`src/rtl/ula_pkg.sv`:
```
// ula_pkg: opcode encodings, FSM state type and opcode helper for ula_multiciclo
package ula_pkg;
  localparam logic [4:0] OP_AND   = 5'd0;
  localparam logic [4:0] OP_OR    = 5'd1;
  localparam logic [4:0] OP_ADD   = 5'd2;
  localparam logic [4:0] OP_PASSA = 5'd3;
  localparam logic [4:0] OP_SEQ   = 5'd4;
  localparam logic [4:0] OP_SNE   = 5'd5;
  localparam logic [4:0] OP_SUB   = 5'd6;
  localparam logic [4:0] OP_SLT   = 5'd7;
  localparam logic [4:0] OP_LUI   = 5'd8;
  localparam logic [4:0] OP_SLL   = 5'd9;
  localparam logic [4:0] OP_SRL   = 5'd10;
  localparam logic [4:0] OP_NOR   = 5'd11;
  localparam logic [4:0] OP_SRA   = 5'd12;
  localparam logic [4:0] OP_SLTU  = 5'd13;
  localparam logic [4:0] OP_XOR   = 5'd14;
  localparam logic [4:0] OP_MULT  = 5'd16;
  localparam logic [4:0] OP_MULTU = 5'd17;
  localparam logic [4:0] OP_DIV   = 5'd18;
  localparam logic [4:0] OP_DIVU  = 5'd19;
  localparam logic [4:0] OP_MFHI  = 5'd20;
  localparam logic [4:0] OP_MFLO  = 5'd21;
  typedef enum logic {IDLE, CALC} state_t;
  function automatic logic is_iter(input logic [4:0] op);
    return op inside {OP_MULT, OP_MULTU, OP_DIV, OP_DIVU};
  endfunction
endpackage

```
`src/rtl/ula_muldiv.sv`:
```
// ula_muldiv: one-bit-per-cycle shift-add multiplier / restoring divider on magnitudes with sign fix-up.
//   clock        in  rising-edge clock
//   load         in  capture operand magnitudes and op kind
//   step         in  perform one iteration
//   op           in  MULT/MULTU/DIV/DIVU select (sampled on load)
//   a, b         in  operands (sampled on load)
//   hi_n, lo_n   out result after the current step, sign-corrected (valid on the final step)
module ula_muldiv import ula_pkg::*; #(parameter int WIDTH = 32) (
  input  logic             clock,
  input  logic             load,
  input  logic             step,
  input  logic [4:0]       op,
  input  logic [WIDTH-1:0] a,
  input  logic [WIDTH-1:0] b,
  output logic [WIDTH-1:0] hi_n,
  output logic [WIDTH-1:0] lo_n
);
  logic [WIDTH-1:0] r, q, m, r_n, q_n, abs_a, abs_b, diff;
  logic [WIDTH:0] sum, t;
  logic [2*WIDTH-1:0] prod;
  logic sgn, dv, div_q, neg_q, neg_r, ge;
  always_comb begin
    sgn = op == OP_MULT || op == OP_DIV;
    dv = op == OP_DIV || op == OP_DIVU;
    abs_a = (sgn && a[WIDTH-1]) ? -a : a;
    abs_b = (sgn && b[WIDTH-1]) ? -b : b;
    sum = {1'b0, r} + (q[0] ? {1'b0, m} : '0);
    t = {r, q[WIDTH-1]};
    ge = t >= {1'b0, m};
    diff = t[WIDTH-1:0] - m;
    r_n = div_q ? (ge ? diff : t[WIDTH-1:0]) : sum[WIDTH:1];
    q_n = div_q ? {q[WIDTH-2:0], ge} : {sum[0], q[WIDTH-1:1]};
    prod = neg_q ? -{r_n, q_n} : {r_n, q_n};
    hi_n = div_q ? (neg_r ? -r_n : r_n) : prod[2*WIDTH-1:WIDTH];
    lo_n = div_q ? (neg_q ? -q_n : q_n) : prod[WIDTH-1:0];
  end
  always_ff @(posedge clock) begin
    if (load) begin
      r <= '0;
      q <= abs_a;
      m <= abs_b;
      div_q <= dv;
      neg_q <= sgn && (a[WIDTH-1] ^ b[WIDTH-1]);
      neg_r <= sgn && dv && a[WIDTH-1];
    end else if (step) begin
      r <= r_n;
      q <= q_n;
    end
  end
endmodule

```
`src/rtl/ula_multiciclo.sv`:
```
// ula_multiciclo: multicycle ALU with single-cycle ops and iterative MULT/DIV into HI/LO.
//   clock, reset   in  rising-edge clock, synchronous active-high reset
//   start, op      in  operation request (taken only when idle) and opcode
//   a, b, SHAMT    in  operands and shift amount
//   S, Z           out registered result and zero flag
//   ovf, div_zero  out signed ADD/SUB overflow, divisor-was-zero
//   busy, done     out iterative op running, one-cycle completion pulse
//   hi, lo         out HI/LO registers
module ula_multiciclo import ula_pkg::*; #(
  parameter int WIDTH = 32,
  parameter int SHW = $clog2(WIDTH)
) (
  input  logic             clock,
  input  logic             reset,
  input  logic             start,
  input  logic [4:0]       op,
  input  logic [WIDTH-1:0] a,
  input  logic [WIDTH-1:0] b,
  input  logic [SHW-1:0]   SHAMT,
  output logic [WIDTH-1:0] S,
  output logic             Z,
  output logic             ovf,
  output logic             div_zero,
  output logic             busy,
  output logic             done,
  output logic [WIDTH-1:0] hi,
  output logic [WIDTH-1:0] lo
);
  state_t state, state_n;
  logic [SHW-1:0] cnt;
  logic [WIDTH-1:0] res, sum, dif, hi_n, lo_n;
  logic accept, iter, dz, last, res_ovf;
  assign busy = state == CALC;
  always_comb begin
    accept = start && state == IDLE;
    iter = is_iter(op);
    dz = (op == OP_DIV || op == OP_DIVU) && b == '0;
    last = busy && cnt == SHW'(WIDTH - 1);
    state_n = (accept && iter && !dz) ? CALC : last ? IDLE : state;
  end
  always_ff @(posedge clock) state <= reset ? IDLE : state_n;
  always_comb begin
    sum = a + b;
    dif = a - b;
    res = '0;
    case (op)
      OP_AND:   res = a & b;
      OP_OR:    res = a | b;
      OP_ADD:   res = sum;
      OP_PASSA: res = a;
      OP_SEQ:   res = {{(WIDTH-1){1'b0}}, a == b};
      OP_SNE:   res = {{(WIDTH-1){1'b0}}, a != b};
      OP_SUB:   res = dif;
      OP_SLT:   res = {{(WIDTH-1){1'b0}}, $signed(a) < $signed(b)};
      OP_LUI:   res = b << (WIDTH / 2);
      OP_SLL:   res = a << SHAMT;
      OP_SRL:   res = a >> SHAMT;
      OP_NOR:   res = ~(a | b);
      OP_SRA:   res = $signed(a) >>> SHAMT;
      OP_SLTU:  res = {{(WIDTH-1){1'b0}}, a < b};
      OP_XOR:   res = a ^ b;
      OP_MFHI:  res = hi;
      OP_MFLO:  res = lo;
      default:  res = '0;
    endcase
    // overflow when both inputs agree in sign (for SUB: differ) and the result sign flips
    res_ovf = op == OP_ADD ? (a[WIDTH-1] == b[WIDTH-1] && sum[WIDTH-1] != a[WIDTH-1]) :
              op == OP_SUB ? (a[WIDTH-1] != b[WIDTH-1] && dif[WIDTH-1] != a[WIDTH-1]) : 1'b0;
  end
  ula_muldiv #(.WIDTH(WIDTH)) u_muldiv (
    .clock (clock),
    .load  (accept && iter && !dz),
    .step  (busy),
    .op    (op),
    .a     (a),
    .b     (b),
    .hi_n  (hi_n),
    .lo_n  (lo_n)
  );
  always_ff @(posedge clock) begin
    if (reset) begin
      S <= '0;
      Z <= 1'b1;
      ovf <= 1'b0;
      div_zero <= 1'b0;
      done <= 1'b0;
      hi <= '0;
      lo <= '0;
      cnt <= '0;
    end else begin
      done <= 1'b0;
      if (accept) begin
        done <= !iter || dz;
        ovf <= res_ovf;
        div_zero <= dz;
        cnt <= '0;
        if (!iter) begin
          S <= res;
          Z <= res == '0;
        end
      end
      if (busy) begin
        cnt <= cnt + 1'b1;
        if (last) begin
          done <= 1'b1;
          hi <= hi_n;
          lo <= lo_n;
        end
      end
    end
  end
endmodule

```
`config.mk`:
```
export PLATFORM = sky130hd
export DESIGN_NAME = ula_multiciclo
export DESIGN_NICKNAME = d
export VERILOG_FILES = /design/src/rtl/ula_pkg.sv /design/src/rtl/ula_muldiv.sv /design/src/rtl/ula_multiciclo.sv
export SDC_FILE = /design/constraint.sdc
export NUM_CORES = 1
export LEC_CHECK = 0
export BUFFER_PORTS_ARGS = -buffer_cell sky130_fd_sc_hd__buf_2
export CAP_MARGIN = 10
export CORE_AREA = 3 3 271 273
export DETAILED_ROUTE_END_ITERATION = 10
export DIE_AREA = 0 0 274 276
export PLACE_DENSITY = 0.57
export REMOVE_ABC_BUFFERS = 1
export SYNTH_ARGS = -nofsm -noshare
export SYNTH_HDL_FRONTEND = slang
export SYNTH_SLANG_ARGS = --single-unit
```
`constraint.sdc`:
```
create_clock -name clock -period 6.7 [get_ports clock]
set_input_delay 0.67 -clock clock [delete_from_list [all_inputs] [get_ports clock]]
set_output_delay 0.67 -clock clock [all_outputs]
set_load 0.01 [all_outputs]
```
==> Yosys cells after proc, flatten, opt, wreduce, memory -nomap -nowiden <==
Index checks and enable logic that the tools add are counted.
{ "totals": {"out_inout_bits": 101, "romBits": 0, "mem_bits_rw": 0, "reg_bits": 205, "latch_bits": 0, "memories": 0} }
{ "op_classes": {"shift": 3, "n_div": 0, "bitwise": 7, "n_mul": 0, "addsub": 10, "magnitude_cmp": 3, "eq_ne": 27, "n_reduce_logical": 26, "muxes": 23} }
{ "op_table": {"columns": ["op", "n"], "rows": [
  ["$pmux 32 s17", 1],
  ["$mux 32", 12],
  ["$neg 32->32", 4],
  ["$logic_not 32->1", 2],
  ["$lt 32x32->1", 2],
  ["$mux 64", 1],
  ["$neg 64->64", 1],
  ["$sub 32x32->32", 2],
  ["$eq 5x4->1 const B", 7],
  ["$eq 5x5->1 const B", 7],
  ["$add 32x33->33", 1],
  ["$ge 33x32->1", 1],
  ["$add 32x32->32", 1],
  ["$and 32x32->32", 1],
  ["$eq 32x32->1", 1],
  ["$ne 32x32->1", 1],
  ["$not 32->32", 1],
  ["$or 32x32->32", 1],
  ["$shl 32x5->32", 1],
  ["$shr 32x5->32", 1],
  ["$sshr 32x5->32", 1],
  ["$xor 32x32->32", 1],
  ["$eq 5x3->1 const B", 4],
  ["$logic_and 1x1->1", 12],
  ["15 further kinds", 32]
]} }

==> Longest topological paths before layout <==
Gate-level depths: netlist (run 1).
{ "logic_depth": {"depth_word": 7, "mapped_depth": 21, "ltp_nobuf": 19} }

==> Hierarchy <==
From an unflattened synthesis (run 1), not the netlist that was laid out.
{ "unflattened": {"cells_unflattened": 3666, "area_unflattened_um2": 27211.1} }
{ "by_module_without_submodules": {"columns": ["module", "area_each_um2", "instances", "cells_each"], "rows": [
  ["ula_multiciclo", 14959.3, 1, 2102],
  ["ula_muldiv", 12251.8, 1, 1564]
]} }

==> Worst setup path before layout (run 1) <==
Ideal clock, no wire load.
{ "synth_timing": {"path_type": "register to register", "start": "register u_muldiv.m[1]", "end": "register hi[28]", "setup_ps": 86, "path_slack_ps": 1754, "required_ps": 6614, "t_arrival_ps": 4861, "stages_incl_launch_ff": 20, "cell_sequence": "edfxtp_1 inv_1 ha_1 nor2b_1 o31a_1 o311a_1 o31ai_2 buf_2 a31o_2 ha_1 or3b_2 or2_2 or3_1 or2_2 nor3_1 nor2_1 nand4bb_1 o31ai_1 xnor2_1 a211oi_1"} }
{ "synth_between": {"elab_chain_cells": 6, "word_cells_on_any_way": 12, "cone_classes": "4 x add/sub; 1 x order compare; 7 x mux"} }
{ "synth_lines": {"columns": ["element", "line", "text"], "rows": [
  ["start: declaration", "ula_muldiv.sv:18", "logic [WIDTH-1:0] r, q, m, r_n, q_n, abs_a, abs_b, diff;"],
  ["start signal: assignment", "ula_muldiv.sv:41", "m <= abs_b;"],
  ["$mux 32 (tied with other cells)", "ula_muldiv.sv:27", "sum = {1'b0, r} + (q[0] ? {1'b0, m} : '0);"],
  ["$add 32x33->33 / $mux 32 (equally long branches)", "ula_muldiv.sv:27, ula_muldiv.sv:31", null],
  ["$mux 32", "ula_muldiv.sv:31", "r_n = div_q ? (ge ? diff : t[WIDTH-1:0]) : sum[WIDTH:1];"],
  ["$neg 64->64 / $neg 32->32 (equally long branches)", "ula_muldiv.sv:33, ula_muldiv.sv:34", null],
  ["$mux 64 / $mux 32 (equally long branches)", "ula_muldiv.sv:33, ula_muldiv.sv:34", null],
  ["$mux 32 *", "ula_muldiv.sv:34", "hi_n = div_q ? (neg_r ? -r_n : r_n) : prod[2*WIDTH-1:WIDTH];"],
  ["end signal: assignment", "ula_multiciclo.sv:106", "hi <= hi_n;"],
  ["end: declaration", "ula_multiciclo.sv:26", "output logic [WIDTH-1:0] hi,"]
]} }
Every way passes the cells marked *; elsewhere a longest branch is shown, timed or not.
A chain may end at the register's enable or synchronous reset.

==> Final worst setup path (run 1) <==
{ "layout_timing": {"start": "register u_muldiv.m[1]", "end": "register hi[24]"} }
The elaborated chain is that of the path after synthesis.

==> metrics, run 1 <==
status complete, no violations; crit end category flip-flop; Synthesis Warnings 0; total die area 0.0756 sq mm; Total Power 6.02 mW; filler instances 7621; worst skew pair latency 0.56 ns; global route total overflow 0; routing usage on met1 39.8%; Yosys top cell by area dfxtp_1; top cells by area, synth dfxtp_1 (11%), ha_1 (8.3%), edfxtp_1 (8.1%); Post-synth EDFFs 67; Switching Fraction 44.3%; Post-CTS Setup Bufs 0; Routability Congestion 1.06; Worst-path clk slew 0.06 ns; hold path cells 1; Int Pwr 3.36 mW; DRC Markers 0; CP bufs+invs 1; Seq cells post-synth 205; CTS Buf Count 26; Port-buffer cells 177; critical path, cell by cell inv_1 -> ha_1 -> nor2b_1 -> o31a_1 -> o311a_1 -> o31ai_2 -> a31o_2 -> ha_1 -> or3b_2 -> or2_2 -> or3_1 -> or2_2 -> nor3_1 -> nor2_1 -> nand4bb_1 -> o31ai_1 -> xor2_1 -> nand2_1 -> a21oi_1; pre-CTS setup slack 1.00 ns; Routed Antenna Nets 0; Die X 274 um; Pre-antenna DRT Iters 8; Cells after Synth 3302; final setup TNS 0 ns; period utilisation layout 87.1%; first-pass GRT wire length 171000 um; Mapped Avg Cell Area 7.55 sq um; critical path depth in cells 19; GR peak layer met2; CP max-delay cell or3b_2; Max stage delay on crit path 0.50 ns; GRT Util Overall 29.8%; Yosys top cell area share 11.1%; Netlist cell types 97; worst-path fanout max 5; Slew headroom 16.1%; drt total wl 118000 um; Synth Flop Type dfxtp_1; share of cells above drive strength 1 13.0%; Slew @ Worst Pin 1.25 ns; met2 Use GR 47.7%; vias per inst 6.34; critical path arrival 6.31 ns; Synth async-reset ratio 0%; fmax 171 MHz; Hold Path Class input port to flip-flop; drt initial violations 3837; hold_buf cts 0; Final Hold Slack 0.479 ns; vias in the first global route 25300; CORE AREA 0.0714 sq mm; fin worst setup slack 0.864 ns; critical setup path kind flip-flop to flip-flop; Max VDD drop 0.000163 V; final setup vio count 0; # IOs 178; Row Count 98; Leak Pwr 11.0 nW; critical path required time 7.17 ns; Clk pwr share 23.7%; clk sinks 205; Seq pwr share 25.2%; switching pwr 2.66 mW; Hold Vio Cnt, Final 0; routed length per instance 27.4 um; combinational power share 51.1%; initial antenna violation count 8; DR vias 27300; htree depth 1; Initial Utilization 34.9%; final net count 3578; Post-Syn Area 0.0249 sq mm; post-cts resize count 0; most frequent cells in the layout nand2_1 (341), a21oi_1 (323), nor2_1 (312); deepest clock path buffer count 3; largest net degree at the start of global routing 83; reg2reg path depth 19; Max Cap Viol 0; Area Overhead vs Synth 10.2%; CTS root buffer clkbuf_16; Max Transition Viols Final 0; Detail Placement HPWL 91500 um; post-synthesis sequential area ratio 19.2%; Die H 276 um; Final Skew 0.0203 ns; crit start category flip-flop; commonest non-fill, non-tap cell in the layout nand2_1; fin crit period 5.84 ns; CP delay by family, top simple AND/OR/NAND/NOR gates; Power Dens Cells 219 mW/mm^2; GRT met3 Usage 4.30%; CTS tree yes; RSZ-0062 raised after global routing no
-- Yosys cell counts, types with 11 or more instances --
| master | count |
|---|---|
| nand2_1 | 342 |
| a21oi_1 | 324 |
| nor2_1 | 317 |
| o21ai_0 | 194 |
| clkbuf_1 | 191 |
| ha_1 | 166 |
| inv_1 | 155 |
| dfxtp_1 | 138 |
| xnor2_1 | 114 |
| mux2i_1 | 100 |
| nor3_1 | 81 |
| a211oi_1 | 77 |
| nand3_1 | 72 |
| edfxtp_1 | 67 |
| mux4_2 | 54 |
| and2_1 | 48 |
| a22oi_1 | 45 |
| a221oi_1 | 44 |
| xor2_1 | 43 |
| a31oi_1 | 41 |
| nand4_1 | 41 |
| a21o_1 | 37 |
| and3_1 | 33 |
| buf_2 | 29 |
| mux2_2 | 29 |
| nor4_1 | 29 |
| o31ai_1 | 27 |
| nor2b_1 | 25 |
| o211ai_1 | 25 |
| or3_1 | 25 |
| o21a_1 | 24 |
| nand2b_1 | 23 |
| o21bai_1 | 23 |
| buf_1 | 19 |
| o22ai_1 | 18 |
| a22o_1 | 16 |
| a221o_1 | 15 |
| or2_2 | 15 |
| nor3b_1 | 14 |
| o221ai_1 | 14 |
| a222oi_1 | 12 |
| a41oi_1 | 11 |
-- area by class of cell --
class / instances / area [sq um] / share of cell area [%]
multi-input combinational: 2687 / 18500 / 67.6
sequential: 205 / 4780 / 17.4
timing repair buffer: 254 / 1500 / 5.45
tap: 950 / 1190 / 4.33
clock buffer: 39 / 781 / 2.84
inverter: 157 / 589 / 2.15
clock inverter: 8 / 70.1 / 0.255
antenna: 3 / 7.51 / 0.0273
-- power groups by stage --
| stage | Clock, mW | Sequential (mW) | Combinational (mW) |
|---|---|---|---|
| finish | 1.43 | 1.52 | 3.08 |
| global placement | 0 | 1.54 | 3.00 |
| detailed placement | 0 | 1.54 | 2.99 |
| CTS | 1.45 | 1.51 | 3.01 |
| global route | 1.49 | 1.53 | 3.32 |
| floorplan | 0 | 1.51 | 1.98 |
-- flip-flops by register name, summed over array words and instances, names as in the netlist --
register	cells
S	32
Z	1
busy	1
cnt	5
div_zero	1
done	1
hi	32
lo	32
ovf	1
u_muldiv.div_q	1
u_muldiv.m	32
u_muldiv.neg_q	1
u_muldiv.neg_r	1
u_muldiv.q	32
u_muldiv.r	32
-- cell families (layout without fill, tap and decap cells) --
| kind of cell | count (synthesis) | in the layout | synth area share (%) |
|---|---|---|---|
| simple gates | 1105 | 1105 | 20.9 |
| compound gates | 1061 | 1061 | 27.8 |
| buf+inv | 410 | 458 | 6.65 |
| flops | 205 | 205 | 19.2 |
| mux | 194 | 194 | 11.3 |
| fa+ha+maj | 170 | 170 | 8.65 |
| xor+xnor | 157 | 157 | 5.52 |
| other cells | 0 | 3 | 0 |
-- through the flow --
stage	utilization, %	instances	cell area, sq um
after global routing	38.5	4302	27500
after detailed placement	37.3	4253	26600
after floorplan	-	3049	23900
final	38.5	4303	27500
after CTS	38.5	4300	27400
after global placement	37.3	4253	26600
-- metal layers --
| layer | share of wire, % | up-vias |
|---|---|---|
| met5 | 0.019 | - |
| met4 | 5.3 | 4 |
| met3 | 9.2 | 308 |
| met2 | 45 | 1501 |
| met1 | 40 | 13100 |
| li1 | - | 12300 |
-- worst paths after layout --
path                                              start                      end  slack [ns]
worst max-delay path            u_muldiv.m[1]$_DFFE_PP_      hi[24]$_SDFFE_PP0P_        0.86
worst min-delay path                               b[0]  u_muldiv.m[0]$_DFFE_PP_        0.48
worst max register to register  u_muldiv.m[1]$_DFFE_PP_      hi[24]$_SDFFE_PP0P_        0.86
worst min register to register         ovf$_SDFFE_PP0P_         ovf$_SDFFE_PP0P_        0.49
No activity file was read; power rests on OpenSTA's default activity.
==> run 2: changes to the inputs <==
--- a/config.mk
+++ b/config.mk
@@ -7,9 +7,9 @@
 export LEC_CHECK = 0
 export BUFFER_PORTS_ARGS = -buffer_cell sky130_fd_sc_hd__buf_2
 export CAP_MARGIN = 10
-export CORE_AREA = 3 3 271 273
+export CORE_AREA = 3 3 248 299
 export DETAILED_ROUTE_END_ITERATION = 10
-export DIE_AREA = 0 0 274 276
+export DIE_AREA = 0 0 251 302
 export PLACE_DENSITY = 0.57
 export REMOVE_ABC_BUFFERS = 1
 export SYNTH_ARGS = -nofsm -noshare
==> constraint.sdc (replaced) <==
create_clock -name clock -period 5.6 [get_ports clock]
set_input_delay 0.56 -clock clock [delete_from_list [all_inputs] [get_ports clock]]
set_output_delay 0.56 -clock clock [all_outputs]
set_load 0.01 [all_outputs]
==> metrics, run 2 (synthesis gave the netlist of run 1 again) <==
CTS root buffer clkbuf_16; GR peak layer met2; htree depth 1 (unchanged); worst skew pair latency 0.57 ns (about the same); Hold Vio Cnt, Final 0 (unchanged); Max stage delay on crit path 0.77 ns (+0.27 ns); Worst-path clk slew 0.06 ns (about the same); placed cell count 4352 (+2.3%); post-cts resize count 0 (unchanged); CTS tree yes; GRT met3 Usage 3.53% (-0.77 points); drt total wl 124000 um (+5.6%); CTS Buf Count 25 (-3.8%); largest net degree at the start of global routing 82 (-1.2%); commonest non-fill, non-tap cell in the layout nand2_1; final net count 3700 (+3.4%); routing usage on met1 37.2% (-2.6 points); # IOs 178 (unchanged); Die H 302 um (+9.4%); Area Overhead vs Synth 14.1%; share of cells above drive strength 1 16.1% (+3.1 points); Power Dens Cells 263 mW/mm^2 (+20%); DRC Markers 0 (unchanged); Pre-antenna DRT Iters 8 (unchanged); met2 Use GR 54.6% (+6.9 points); Max VDD drop 0.000219 V (+34%); critical setup path kind flip-flop to flip-flop; crit end category flip-flop; CP bufs+invs 1 (unchanged); Port-buffer cells 177 (unchanged); fmax 188 MHz (+9.7%); final setup vio count 0 (unchanged); Total Power 7.47 mW (+24%); Initial Utilization 35.0% (+0.069 points); period utilisation layout 95.0% (+7.9 points); Slew @ Worst Pin 1.10 ns (-0.157 ns); RSZ-0062 raised after global routing no; vias in the first global route 26700 (+5.4%); global route total overflow 0 (unchanged); Final Skew 0.0346 ns (+0.0143 ns); vias per inst 6.29 (-0.69%); worst-path fanout max 5 (unchanged); critical path required time 6.06 ns (-1.11 ns); Row Count 107 (+9.2%); status complete, no violations; fin crit period 5.32 ns (-0.516 ns); Detail Placement HPWL 99500 um (+8.8%); Post-CTS Setup Bufs 0 (unchanged); initial antenna violation count 10 (+2); Final Util 39.9% (+1.4 points); Cell Count, Final, Fillers Out 4404 (+2.3%); Slew headroom 26.7% (+11 points); drt initial violations 2563 (-33%); clk sinks 205 (unchanged); Die X 251 um (-8.4%); DR vias 27700 (+1.6%); total die area 0.0758 sq mm (+0.24%); Leak Pwr 11.6 nW (+5.5%); GRT Util Overall 31.6% (+1.8 points); critical path, cell by cell inv_1 -> ha_1 -> nor2b_1 -> o31a_1 -> o311a_1 -> o31ai_2 -> a31o_2 -> ha_1 -> or3b_2 -> or2_2 -> or3_1 -> or2_2 -> o41ai_1 -> xor2_1 -> nand2_1 -> a21oi_1; routed length per instance 28.3 um (+3.2%); Hold Path Class input port to flip-flop; hold_buf cts 0 (unchanged); CP delay by family, top compound AO/OA/AOI/OAI gates; deepest clock path buffer count 3 (unchanged); Routed Antenna Nets 0 (unchanged); most frequent cells in the layout nand2_1 (341), a21oi_1 (323), nor2_1 (311); CP max-delay cell o41ai_1; crit start category flip-flop; first-pass GRT wire length 180000 um (+4.9%); critical path arrival 5.78 ns (-0.53 ns); Routability Congestion 1.07 (+1.4%); Max Transition Viols Final 0 (unchanged); Max Cap Viol 0 (unchanged); CORE AREA 0.0712 sq mm (-0.20%)
==> run 2: worst reg2reg max path, delay by kind of cell (launching register included) <==
kind / cells / cell delay, ns
AOI/OAI and AO/OA: 6 / 2.23
xor gates and xnor gates: 1 / 0.24
adders and majority gates: 2 / 0.43
buffers and inverters: 1 / 0.11
DFF: 1 / 0.38
and+or+nand+nor: 6 / 1.84
==> run 2: cell type report <==
cell class / instances / area (sq um)
antenna: 6 / 15.0
clock buffer: 36 / 738
clock inverter: 10 / 120
fill: 7539 / 42800
inverter: 157 / 589
multi-input combinational: 2687 / 18500
sequential: 205 / 4780
tap: 926 / 1160
timing repair buffer: 377 / 2480
==> run 2: worst paths after layout <==
| check | start | endpoint | slack [ns] | depth (start not counted) |
|---|---|---|---|---|
| worst min-delay path | b[0] | u_muldiv.m[0]$_DFFE_PP_ | 0.40 | 1 |
| worst min register to register | ovf$_SDFFE_PP0P_ | ovf$_SDFFE_PP0P_ | 0.49 | 1 |
| worst max-delay path | u_muldiv.m[1]$_DFFE_PP_ | lo[26]$_SDFFE_PP0P_ | 0.28 | 16 |
| worst max register to register | u_muldiv.m[1]$_DFFE_PP_ | lo[26]$_SDFFE_PP0P_ | 0.28 | 16 |
==> run 2: where the power goes <==
part           switching, mW  internal (mW)
registers              0.140           1.67
logic                   2.43           1.48
clock network          0.741           1.01
==> run 2: per-layer routing <==
layer  vias up  routed length [um]
met2      1431               59100
met5         -                   0
li1      12600                   -
met3       361                8540
met4         0                9900
met1     13400               47000
==> run 2: metrics by stage <==
step	setup slack (ns)	TNS [ns]	cell area [sq um]	hold slack, ns
2_1_floorplan	-0.753	-18.03	23900	0.461
3_3_place_gp	0.0132	0	27500	0.467
3_5_place_dp	-0.0217	-0.0217	27500	0.473
4_1_cts	0.302	0	28400	0.385
5_1_grt	0.0102	0	28400	0.383
6_report	0.280	0	28400	0.405
